===== src/rtl/opb_register_bank_ppc2simulink_if.sv =====
`default_nettype none
// ============================================================================
// opb_register_bank_ppc2simulink_if : OPB single-beat slave bus bundle
// Rev 1.0
// ============================================================================
interface opb_register_bank_ppc2simulink_if;
    logic [0:31] ABus;
    logic [0:3]  BE;
    logic [0:31] DBus;
    logic        RNW;
    logic        select;
    logic        seqAddr;
    logic [0:31] Sl_DBus;
    logic        Sl_xferAck;
    logic        Sl_errAck;
    logic        Sl_retry;
    logic        Sl_toutSup;

    modport master (
        output ABus, BE, DBus, RNW, select, seqAddr,
        input  Sl_DBus, Sl_xferAck, Sl_errAck, Sl_retry, Sl_toutSup
    );

    modport slave (
        input  ABus, BE, DBus, RNW, select, seqAddr,
        output Sl_DBus, Sl_xferAck, Sl_errAck, Sl_retry, Sl_toutSup
    );
endinterface
`default_nettype wire


===== src/rtl/opb_register_bank_ppc2simulink.sv =====
`default_nettype none
// ============================================================================
// opb_register_bank_ppc2simulink : OPB slave with control/status/pulse regs
// Rev 1.0
// ============================================================================
module opb_register_bank_ppc2simulink #(
    parameter logic [31:0] C_BASEADDR   = 32'h01003800,
    parameter logic [31:0] C_HIGHADDR   = 32'h010038FF,
    parameter int          N_REGS       = 8,
    parameter logic [63:0] STATUS_MASK  = '0,
    parameter logic [63:0] AUTOCLR_MASK = '0,
    parameter logic [31:0] RESET_VAL    = '0
) (
    input  wire logic                     OPB_Clk,
    input  wire logic                     OPB_Rst_n,
    opb_register_bank_ppc2simulink_if.slave opb,
    output logic [N_REGS*32-1:0]          user_data_out,
    input  wire logic [N_REGS*32-1:0]     user_data_in,
    output logic [N_REGS-1:0]             user_load
);

    if (N_REGS < 1 || N_REGS > 64 ||
        N_REGS * 4 > int'(C_HIGHADDR - C_BASEADDR) + 1) begin : g_cfg_error
        $error("opb_register_bank_ppc2simulink: N_REGS does not fit the address window");
    end

    typedef enum logic [0:0] {IDLE = 1'b0, ACK = 1'b1} state_t;

    state_t      state;
    logic [31:0] regs [N_REGS];
    logic [31:0] addr;
    logic [31:0] offset;
    logic [29:0] word_idx;
    logic [3:0]  lanes;
    logic        hit;
    logic [31:0] rd_word;

    logic [29:0] cap_idx;
    logic        cap_rnw;
    logic [3:0]  cap_be;
    logic [31:0] cap_data;
    logic        ack;
    logic [31:0] rdata;

    // Declaring the OPB vectors [0:31] and copying into [31:0] makes OPB bit 0 user bit 31.
    assign addr     = opb.ABus;
    assign lanes    = opb.BE;
    assign hit      = opb.select && (addr >= C_BASEADDR) && (addr <= C_HIGHADDR);
    assign offset   = addr - C_BASEADDR;
    assign word_idx = offset[31:2];

    // Indices past N_REGS fall through the loop and read as zero.
    always_comb begin
        rd_word = '0;
        for (int k = 0; k < N_REGS; k++) begin
            if (word_idx == 30'(k)) begin
                rd_word = STATUS_MASK[k] ? user_data_in[32*k +: 32] : regs[k];
            end
        end
    end

    function automatic logic [31:0] merge_bytes(input logic [31:0] old_val,
                                                input logic [31:0] new_val,
                                                input logic [3:0]  be);
        logic [31:0] res;
        res = old_val;
        for (int b = 0; b < 4; b++) begin
            if (be[b]) res[8*b +: 8] = new_val[8*b +: 8];
        end
        return res;
    endfunction

    always_ff @(posedge OPB_Clk) begin
        if (!OPB_Rst_n) begin
            state     <= IDLE;
            ack       <= 1'b0;
            rdata     <= '0;
            user_load <= '0;
            cap_idx   <= '0;
            cap_rnw   <= 1'b0;
            cap_be    <= '0;
            cap_data  <= '0;
            for (int k = 0; k < N_REGS; k++) begin
                regs[k] <= (STATUS_MASK[k] || AUTOCLR_MASK[k]) ? 32'h0 : RESET_VAL;
            end
        end else begin
            user_load <= '0;
            for (int k = 0; k < N_REGS; k++) begin
                if (AUTOCLR_MASK[k]) regs[k] <= '0;
            end
            case (state)
                IDLE: begin
                    if (hit) begin
                        state    <= ACK;
                        ack      <= 1'b1;
                        rdata    <= opb.RNW ? rd_word : 32'h0;
                        cap_idx  <= word_idx;
                        cap_rnw  <= opb.RNW;
                        cap_be   <= lanes;
                        cap_data <= opb.DBus;
                    end
                end
                ACK: begin
                    // Select is not re-sampled here, which caps throughput at one beat per two cycles.
                    state <= IDLE;
                    ack   <= 1'b0;
                    rdata <= '0;
                    if (!cap_rnw) begin
                        for (int k = 0; k < N_REGS; k++) begin
                            if (cap_idx == 30'(k) && !STATUS_MASK[k]) begin
                                regs[k]      <= merge_bytes(regs[k], cap_data, cap_be);
                                user_load[k] <= 1'b1;
                            end
                        end
                    end
                end
                default: state <= IDLE;
            endcase
        end
    end

    for (genvar k = 0; k < N_REGS; k++) begin : g_out
        assign user_data_out[32*k +: 32] = regs[k];
    end

    assign opb.Sl_DBus    = rdata;
    assign opb.Sl_xferAck = ack;
    assign opb.Sl_errAck  = 1'b0;
    assign opb.Sl_retry   = 1'b0;
    assign opb.Sl_toutSup = 1'b0;

    logic unused_ok;
    assign unused_ok = ^{opb.seqAddr, offset[1:0], user_data_in};

endmodule
`default_nettype wire


===== src/flat_wrapper.sv =====
// flat-port wrapper written by rule: the top's interface ports become plain ports
module opb_register_bank_ppc2simulink_flat 
#(
    parameter logic [31:0] C_BASEADDR   = 32'h01003800,
    parameter logic [31:0] C_HIGHADDR   = 32'h010038FF,
    parameter int          N_REGS       = 8,
    parameter logic [63:0] STATUS_MASK  = '0,
    parameter logic [63:0] AUTOCLR_MASK = '0,
    parameter logic [31:0] RESET_VAL    = '0
)
  (OPB_Clk, OPB_Rst_n, user_data_out, user_data_in, user_load, opb_ABus, opb_BE, opb_DBus, opb_RNW, opb_select, opb_seqAddr, opb_Sl_DBus, opb_Sl_xferAck, opb_Sl_errAck, opb_Sl_retry, opb_Sl_toutSup);
  opb_register_bank_ppc2simulink_if opb_i ();
  input  wire logic OPB_Clk;
  input  wire logic OPB_Rst_n;
  output logic [N_REGS*32-1:0] user_data_out;
  input  wire logic [N_REGS*32-1:0] user_data_in;
  output logic [N_REGS-1:0] user_load;
  input wire logic [$bits(opb_i.ABus)-1:0] opb_ABus;
  input wire logic [$bits(opb_i.BE)-1:0] opb_BE;
  input wire logic [$bits(opb_i.DBus)-1:0] opb_DBus;
  input wire logic [$bits(opb_i.RNW)-1:0] opb_RNW;
  input wire logic [$bits(opb_i.select)-1:0] opb_select;
  input wire logic [$bits(opb_i.seqAddr)-1:0] opb_seqAddr;
  output wire logic [$bits(opb_i.Sl_DBus)-1:0] opb_Sl_DBus;
  output wire logic [$bits(opb_i.Sl_xferAck)-1:0] opb_Sl_xferAck;
  output wire logic [$bits(opb_i.Sl_errAck)-1:0] opb_Sl_errAck;
  output wire logic [$bits(opb_i.Sl_retry)-1:0] opb_Sl_retry;
  output wire logic [$bits(opb_i.Sl_toutSup)-1:0] opb_Sl_toutSup;
  assign opb_i.ABus = opb_ABus;
  assign opb_i.BE = opb_BE;
  assign opb_i.DBus = opb_DBus;
  assign opb_i.RNW = opb_RNW;
  assign opb_i.select = opb_select;
  assign opb_i.seqAddr = opb_seqAddr;
  assign opb_Sl_DBus = opb_i.Sl_DBus;
  assign opb_Sl_xferAck = opb_i.Sl_xferAck;
  assign opb_Sl_errAck = opb_i.Sl_errAck;
  assign opb_Sl_retry = opb_i.Sl_retry;
  assign opb_Sl_toutSup = opb_i.Sl_toutSup;
  opb_register_bank_ppc2simulink #(.C_BASEADDR(C_BASEADDR), .C_HIGHADDR(C_HIGHADDR), .N_REGS(N_REGS), .STATUS_MASK(STATUS_MASK), .AUTOCLR_MASK(AUTOCLR_MASK), .RESET_VAL(RESET_VAL)) u_core (.OPB_Clk(OPB_Clk), .OPB_Rst_n(OPB_Rst_n), .opb(opb_i), .user_data_out(user_data_out), .user_data_in(user_data_in), .user_load(user_load));
endmodule

===== config.mk =====
export PLATFORM = sky130hd
export DESIGN_NAME = opb_register_bank_ppc2simulink_flat
export DESIGN_NICKNAME = d
export VERILOG_FILES = /design/src/rtl/opb_register_bank_ppc2simulink_if.sv /design/src/rtl/opb_register_bank_ppc2simulink.sv /design/src/flat_wrapper.sv
export SDC_FILE = /design/constraint.sdc
export NUM_CORES = 1
export LEC_CHECK = 0
export CAP_MARGIN = 25
export CORE_ASPECT_RATIO = 0.7
export CORE_MARGIN = 2
export CORE_UTILIZATION = 25
export CTS_CLUSTER_SIZE = 10
export DETAILED_ROUTE_END_ITERATION = 10
export GPL_TIMING_DRIVEN = 1
export SETUP_SLACK_MARGIN = 0.1
export SLEW_MARGIN = 20
export SYNTH_ARGS = -nofsm -noshare
export SYNTH_HDL_FRONTEND = slang
export SYNTH_SLANG_ARGS = --single-unit

===== constraint.sdc =====
create_clock -name OPB_Clk -period 4.5 [get_ports OPB_Clk]
set_clock_uncertainty 0.15 [all_clocks]
set_input_delay 0.9 -clock OPB_Clk [delete_from_list [all_inputs] [get_ports OPB_Clk]]
set_output_delay 0.9 -clock OPB_Clk [all_outputs]
set_load 0.01 [all_outputs]

# After elaboration in Yosys (flattened, before gate mapping)
# Memory sizes are Yosys's and may differ from the RTL's.
# Index checks and enable logic that the tools add are counted.
# classes
eq_ne	15
bitwise_logic	10
reduce_logical	6
magnitude_cmp	2
addsub	1
mux	224
# ops
operator	n
$mux 8	160
$mux 32	18
$eq 30x3->1 const B	8
$eq 30x2->1 const B	4
$pmux 32 s2	1
$eq 30x1->1 const B	2
$logic_not 30->1	2
$mux 1	43
$ge 32x25->1 const B	1
$le 32x25->1 const B	1
$sub 32x25->32 const B	1
$or 1x1->1	8
$pmux 1 s2	2
$reduce_or 3->1	1
$logic_and 1x1->1	2
$ne 2x1->1 const B	1
$not 1->1	2
$reduce_and 2->1	1
# totals
output_inout_bits	300
ramBits	256
regBits	109
elab_cells	267
n_memories	1
# mem_list
memory	depth	width	read_ports	rd_ports_with_merged_regs	write_ports	line_no	text
u_core.regs	8	32	8	0	8	opb_register_bank_ppc2simulink.sv:30	logic [31:0] regs [N_REGS];

# Depth between registers and ports, before layout
# Gate-level depths: netlist of run 1.
# depth
word_depth	13
ltp_mapped	11
depth_no_buf	8

# Worst setup path after synthesis of run 1
# Ideal clock, no wire load.
# synth_timing
kind	input-to-reg
from	in opb_ABus[17]
to	reg u_core.rdata[19] (netlist: u_core.opb.Sl_DBus[12])
path_stages	8
setup_ns	0.126
arrival_time_ns	3.292
n_path_buf	1
slack_ns	0.932
path_cell_list	or4_1 > or4_1 > or3_1 > and3_4 > nand4b_1 > clkbuf_1 > o311ai_1 > a21oi_1
# synth_between
elab_chain_len	13
elab_cells_between_ends	25
# synth_lines
element	line_no	text
start, declared	flat_wrapper.sv:18	input wire logic [$bits(opb_i.ABus)-1:0] opb_ABus;
$sub 32x25->32	opb_register_bank_ppc2simulink.sv:49	assign offset = addr - C_BASEADDR;
$logic_not 30->1	opb_register_bank_ppc2simulink.sv:56	if (word_idx == 30'(k)) begin
$mux 32 (8 in series)	opb_register_bank_ppc2simulink.sv:56	
$mux 32	opb_register_bank_ppc2simulink.sv:96	rdata <= opb.RNW ? rd_word : 32'h0;
$mux 32	opb_register_bank_ppc2simulink.sv:93	if (hit) begin
$pmux 32 s2	opb_register_bank_ppc2simulink.sv:91	case (state)
end signal, assigned	opb_register_bank_ppc2simulink.sv:96	
end, declared	opb_register_bank_ppc2simulink.sv:43	logic [31:0] rdata;
# Several ways; a longest one is shown, not always the timed one. The select of a mux whose other input is x is not followed.
# A chain may end at the register's enable or synchronous reset.

# Worst setup path after layout of run 1
# layout_timing
from	in opb_ABus[21]
to	reg u_core.rdata[9] (netlist: u_core.opb.Sl_DBus[22])
# Same word-level chain as after synthesis.

==> results of run 1 <==
==> sequential cells by signal, indices dropped and copies added (netlist names) <==
signal	cells
u_core.regs	256
u_core.cap_data	32
u_core.opb.Sl_DBus	32
u_core.cap_idx	30
u_core.user_load	8
u_core.cap_be	4
u_core.cap_rnw	1
u_core.opb.Sl_xferAck	1
u_core.state	1
==> power by group <==
group | switching [mW] | leakage (nW) | internal, mW
combinational | 0.364 | 3.60 | 0.312
sequential | 0.0907 | 3.34 | 3.70
clock | 1.39 | 0.616 | 1.87
total | 1.85 | 7.56 | 5.88
==> final cells by class <==
type	count	area, µm²	area share (%)
well taps	829	1040	4.69
inverters	28	105	0.476
clock inverters	4	35.0	0.159
diodes	1	2.50	0.0113
repair buffers	418	4140	18.7
flip-flops and latches	365	9870	44.7
clock buffers	75	1250	5.64
multi-input cells	937	5660	25.6
==> worst min path at each step <==
stage / startpoint / cells past startpoint / slack (ns) / end
3_5_place_dp: u_core.cap_idx[3]$_SDFFE_PN0P_ / 2 / 0.30 / u_core.cap_idx[3]$_SDFFE_PN0P_
6_report: u_core.cap_idx[3]$_SDFFE_PN0P_ / 2 / 0.31 / u_core.cap_idx[3]$_SDFFE_PN0P_
3_3_place_gp: u_core.cap_rnw$_SDFFE_PN0P_ / 2 / 0.29 / u_core.cap_rnw$_SDFFE_PN0P_
4_1_cts: u_core.cap_idx[3]$_SDFFE_PN0P_ / 2 / 0.31 / u_core.cap_idx[3]$_SDFFE_PN0P_
2_1_floorplan: u_core.cap_idx[3]$_SDFFE_PN0P_ / 2 / 0.28 / u_core.cap_idx[3]$_SDFFE_PN0P_
5_1_grt: u_core.cap_idx[29]$_SDFFE_PN0P_ / 1 / 0.33 / u_core.cap_idx[29]$_SDFFE_PN0P_
==> cell usage in the layout, fill, tap and decap left out, types with 10 or more instances in the layout <==
| cell | synthesis | routed |
|---|---|---|
| a211oi_1 | 18 | 18 |
| a21oi_1 | 85 | 84 |
| a22o_1 | 17 | 17 |
| a22oi_1 | 32 | 32 |
| a32oi_1 | 15 | 15 |
| and2_1 | 226 | 226 |
| and3_1 | 14 | 14 |
| buf_4 | 10 | 47 |
| clkbuf_1 | 89 | 28 |
| clkbuf_16 | 0 | 44 |
| clkdlybuf4s50_1 | 0 | 362 |
| dfxtp_1 | 109 | 109 |
| edfxtp_1 | 256 | 256 |
| inv_1 | 28 | 27 |
| mux2i_1 | 50 | 50 |
| nand2_1 | 159 | 159 |
| nand3_1 | 25 | 25 |
| nor2_1 | 56 | 52 |
| nor4_1 | 17 | 15 |
| o21a_1 | 10 | 10 |
| o21ai_0 | 106 | 106 |
| o311ai_1 | 26 | 26 |
==> metrics by stage <==
stage	worst slack, ns	total power, mW
after floorplan	0.932	4.07
after global placement	-0.143	4.53
after detailed placement	-0.201	4.53
after CTS	0.394	7.80
after global routing	0.292	7.97
final	0.295	7.73
==> logic make-up after synthesis <==
kind of cell    after synthesis
simple gates                546
mux                          53
fa+ha+maj                     1
buf+inv                     142
flops                       365
compound gates              333
xor+xnor                      1
other cells                   1
==> worst min-delay path: stages, from the launching register on <==
cell,delay (ns)
dfxtp_1,0.31
nand2_1,0.05
a21oi_1,0.05
==> metal layers <==
layer  global-route usage [%]  wire length [µm]  share of wire [%]  vias to the layer above
met3                     6.09              7520                 11                       88
met1                     26.9             29000                 43                     6651
met2                     31.0             30400                 45                      767
met5                        0                10              0.015                        -
met4                     4.44              1180                1.7                        2
li1                         -                 -                  -                     5935
==> flow_summary.json, run 1 <==
{
  "synth.distinct_cells": 57,
  "cp_top_family": "simple AND/OR/NAND/NOR gates",
  "final_nets": 2123,
  "drive_gt1_share_pct": 7.50,
  "synth_edf_count": 256,
  "cts-root-buf": "clkbuf_16",
  "peakVddDrop_v": 0.000193,
  "avgViaCountPerCell": 5.06,
  "postSynth.asyncResetShare_pct": 0,
  "syn_to_final_growth_pct": 37.8,
  "synth_area_um2": 16000,
  "fin_util_pct": 34.9,
  "routed_wl_um": 68100,
  "post-route-min-period_ns": 4.21,
  "syn_area_per_cell_um2": 11.1,
  "synthTopCellsByArea": "edfxtp_1 48%, dfxtp_1 14%, and2_1 8.8%",
  "clockBufferDepth": 3,
  "synth_compound_area_share_pct": 13.2,
  "synth_adder_area_share_pct": 0.0780,
  "max_freq_mhz": 238,
  "r2r_end": "u_core.regs[0][77]$_SDFFCE_PN0P_",
  "post-synth-top-count-cell": "edfxtp_1",
  "end_kind": "flip-flop",
  "grt_overflow": 0,
  "cp_slowest_stage_delay_ns": 0.67,
  "min_path_type": "flip-flop to flip-flop",
  "placedCellCount": 2576,
  "drtIter0Drc": 1266,
  "ys_warn_count": 0,
  "cts_tree": "yes",
  "synth-seq-cells": 365,
  "dieArea_um2": 66300,
  "setup_tns_ns": 0,
  "worstPathCellList": "clkdlybuf4s50_1 > or4_4 > or4_1 > or3_1 > and3_4 > nand4b_1 > buf_4 > o311ai_0 > a22oi_1",
  "period_share_pct": 93.5,
  "ys.flop_type": "edfxtp_1",
  "io_buffer_count": 366,
  "numCtsBuffers": 43,
  "synthMuxAreaShare_pct": 3.40,
  "hold_viol_final": 0,
  "synth_largest_area_cell": "edfxtp_1",
  "gp_congestion": 0.868,
  "fin_area_um2": 22100,
  "die_y_um": 216,
  "cts_sinks": 365,
  "cp.depth": 9,
  "synthXorXnorAreaFrac_pct": 0.0546,
  "rows": 77,
  "cp-start-kind": "primary input",
  "synth_top_family_by_area": "simple AND/OR/NAND/NOR gates",
  "first_pass_iters": 5,
  "r2r.worst_path.cells": 7,
  "netlist_instances": 1442,
  "fin_hold_ws_ns": 0.306,
  "synth_top_area_share_pct": 47.9,
  "reg2reg_from": "u_core.state$_SDFF_PP0_",
  "clkSlewWorstSetupHoldPaths_ns": 0.06,
  "ys_seq_area_share_pct": 61.5,
  "synth-simple-area-share_pct": 18.1,
  "grt_use_total_pct": 19.8,
  "clk_latency_ns": 0.56,
  "critPathKind": "primary input to flip-flop",
  "leakagePower_nw": 7.56,
  "grt_pass1_vias": 13217,
  "die_x_um": 307,
  "ant_nets": 0,
  "drv_slew": 0,
  "vias": 13443,
  "relSlewSlack_pct": 33.6,
  "fillers": 6216,
  "dp_hpwl_um": 48000,
  "worstPathArrival_ns": 4.46,
  "postCtsHoldBufs": 0,
  "worst_pin_slew_ns": 0.991,
  "crit_fanout": 14,
  "dpl_cell_area_um2": 20800,
  "wire_per_inst_um": 25.6,
  "ctsHtreeMaxLevel": 2,
  "start_util_pct": 25.3,
  "rrSetupSlack_ns": 1.12,
  "cts_resized": 0,
  "coreArea_um2": 63300,
  "drc": 0,
  "instances_no_fill": 2657,
  "final-setup-viol-count": 0,
  "grt_first_pass_wirelength_um": 94500,
  "cp-endpoint": "u_core.opb.Sl_DBus[22]$_SDFFE_PN0P_",
  "slowest_stage": "o311ai_0",
  "setup.worst_path.start": "opb_ABus[21]",
  "antenna_found_initial": 7,
  "timing.critical_path.buf_inv": 2,
  "cts_setup_buffers": 0,
  "grt_max_degree": 59,
  "power_density_nw_per_um2": 350,
  "cap_violations": 0,
  "outcome": "complete, no violations",
  "synthTopCellsByCount": "256 x edfxtp_1, 226 x and2_1, 159 x nand2_1",
  "rsz0062_at_grt": "no",
  "io_pins": 629,
  "critical_path_required_ns": 4.76
}
(Power assumes the default switching activity.)
==> run 2, diff against run 1 <==
- CORE_AREA: unset -> 2 2 245 247
- CORE_ASPECT_RATIO: 0.7 -> unset
- CORE_MARGIN: 2 -> unset
- CORE_UTILIZATION: 25 -> unset
- DIE_AREA: unset -> 0 0 247 249
==> run 2 against run 1 <==
  * Core utilization grew 2.6 points
  * Flip-flop and latch count unchanged
  * Die area is 7.2% lower
  * First-iteration DRC count shrank 14%
  * Register-to-register slack got worse by 0.10 ns
  * Critical path depth did not move
  * Routed wire length fell by 6.9%
  * Clock-buffer cell count unchanged
  * Non-clock buffer count is 6 higher
  * Sequential share of layout area rose by 0.12 points
  * Largest cell class unchanged
==> flow_summary.json, run 2 (synthesized netlist as in run 1, its figures left out) <==
{
  "worstPathCellList": "clkdlybuf4s50_1 > or4_4 > or4_1 > or3_1 > and3_4 > nand4b_1 > buf_12 > o311ai_1 > a22oi_1",
  "drive_gt1_share_pct": 7.65,
  "r2r_end": "u_core.regs[0][146]$_SDFFCE_PN0P_",
  "grt_max_degree": 67,
  "cp_slowest_stage_delay_ns": 0.58,
  "io_pins": 629,
  "first_pass_iters": 6,
  "reg2reg_from": "u_core.state$_SDFF_PP0_",
  "grt_use_total_pct": 20.3,
  "end_kind": "flip-flop",
  "worstHoldPathCells": 2,
  "die_x_um": 247,
  "r2r.worst_path.cells": 6,
  "final_nets": 2129,
  "n_antenna_cell": 0,
  "outcome": "complete, no violations",
  "vias": 13087,
  "wire_per_inst_um": 24.4,
  "ctsHtreeMaxLevel": 2,
  "setup_tns_ns": 0,
  "leakagePower_nw": 7.58,
  "worst_pin_slew_ns": 0.946,
  "power_density_nw_per_um2": 350,
  "drc": 0,
  "max_freq_mhz": 255,
  "cts_setup_buffers": 0,
  "fin_hold_ws_ns": 0.293,
  "cts_tree": "yes",
  "hold_viol_final": 0,
  "regMostFlops": "u_core.regs",
  "coreArea_um2": 58700,
  "numCtsBuffers": 43,
  "drtIter0Drc": 1084,
  "crit_fanout": 14,
  "drv_slew": 0,
  "rrSetupSlack_ns": 1.02,
  "clkSlewWorstSetupHoldPaths_ns": 0.06,
  "period_share_pct": 87.3,
  "start_util_pct": 27.3,
  "grt_pass1_vias": 13308,
  "hold_path_end": "u_core.opb.Sl_DBus[1]$_SDFFE_PN0P_",
  "cap_violations": 0,
  "cts_resized": 0,
  "dp_hpwl_um": 44800,
  "io_buffer_count": 366,
  "largest_register_ffs": 256,
  "min-delay-start": "u_core.opb.Sl_DBus[1]$_SDFFE_PN0P_",
  "timing.critical_path.buf_inv": 2,
  "critical_path_required_ns": 4.77,
  "dieArea_um2": 61500,
  "clk_latency_ns": 0.55,
  "antenna_found_initial": 2,
  "peakVddDrop_v": 0.000222,
  "total_power_mw": 7.71,
  "cp_top_family": "simple AND/OR/NAND/NOR gates",
  "ant_nets": 0,
  "min_path_type": "flip-flop to flip-flop",
  "relSlewSlack_pct": 36.8,
  "mostFrequentLayoutCell": "clkdlybuf4s50_1",
  "clockBufferDepth": 3,
  "fin_ws_ns": 0.572,
  "dp_worst_setup_slack_ns": 0.0286,
  "final-setup-viol-count": 0,
  "grt_first_pass_wirelength_um": 91200,
  "syn_to_final_growth_pct": 37.4,
  "rsz0062_at_grt": "no",
  "routed_wl_um": 63400,
  "grt_overflow": 0,
  "rows": 89,
  "final_cell_mix": "362 x clkdlybuf4s50_1, 256 x edfxtp_1, 226 x and2_1",
  "slowest_stage": "or4_4",
  "critPathKind": "primary input to flip-flop",
  "post-route-min-period_ns": 3.93,
  "die_y_um": 249,
  "cp-start-kind": "primary input",
  "avgViaCountPerCell": 5.03,
  "postCtsHoldBufs": 0,
  "worstPathArrival_ns": 4.20,
  "cts-root-buf": "clkbuf_16",
  "cts_sinks": 365,
  "gp_congestion": 0.852
}
-- run 2: worst max-delay path by stage --
stage / from / endpoint / slack, ns / cells after the start
after global placement: opb_ABus[20] / u_core.opb.Sl_DBus[7]$_SDFFE_PN0P_ / 0.05 / 9
after detailed placement: opb_ABus[20] / u_core.opb.Sl_DBus[0]$_SDFFE_PN0P_ / 0.03 / 9
final: opb_ABus[20] / u_core.opb.Sl_DBus[7]$_SDFFE_PN0P_ / 0.57 / 9
after floorplan: opb_ABus[17] / u_core.opb.Sl_DBus[12]$_SDFFE_PN0P_ / 0.93 / 8
after CTS: opb_ABus[20] / u_core.opb.Sl_DBus[3]$_SDFFE_PN0P_ / 0.63 / 10
after global routing: opb_ABus[16] / u_core.opb.Sl_DBus[7]$_SDFFE_PN0P_ / 0.43 / 10
-- run 2: layout make-up --
cell class                      instances  area (µm²)
Fill cell                            5701       36600
Sequential cell                       365        9870
Multi-Input combinational cell        937        5660
Timing Repair Buffer                  424        4160
Clock buffer                           75        1270
Tap cell                              773         967
Inverter                               28         105
Clock inverter                          1        8.76
-- run 2: tightest hold or removal path, cell delays in order, from the launching register on --
cell     delay [ns]
dfxtp_1        0.31
nand2_1        0.05
nand2_1        0.04
-- run 2: layer usage --
layer / share of wire, % / up-vias / wire length [µm] / GRT usage [%]
li1: - / 5950 / - / -
met3: 8.9 / 71 / 5630 / 5.28
met2: 48 / 568 / 30300 / 34.3
met4: 1.6 / 2 / 1030 / 4.37
met5: 0.021 / - / 13 / 0
met1: 42 / 6496 / 26400 / 25.8
-- run 2: through the flow --
step / instances / area (µm²) / util [%]
3_3_place_gp: 2525 / 20700 / 35.4
3_5_place_dp: 2527 / 20800 / 35.4
6_report: 2603 / 22000 / 37.6
5_1_grt: 2603 / 22000 / 37.6
2_1_floorplan: 1444 / 16100 / -
4_1_cts: 2603 / 22000 / 37.6
-- run 2: power breakdown --
part / total, mW / internal, mW / switching (mW)
combinational: 0.675 / 0.312 / 0.362
clock: 3.25 / 1.90 / 1.36
sequential: 3.78 / 3.70 / 0.0821
total: 7.71 / 5.91 / 1.80
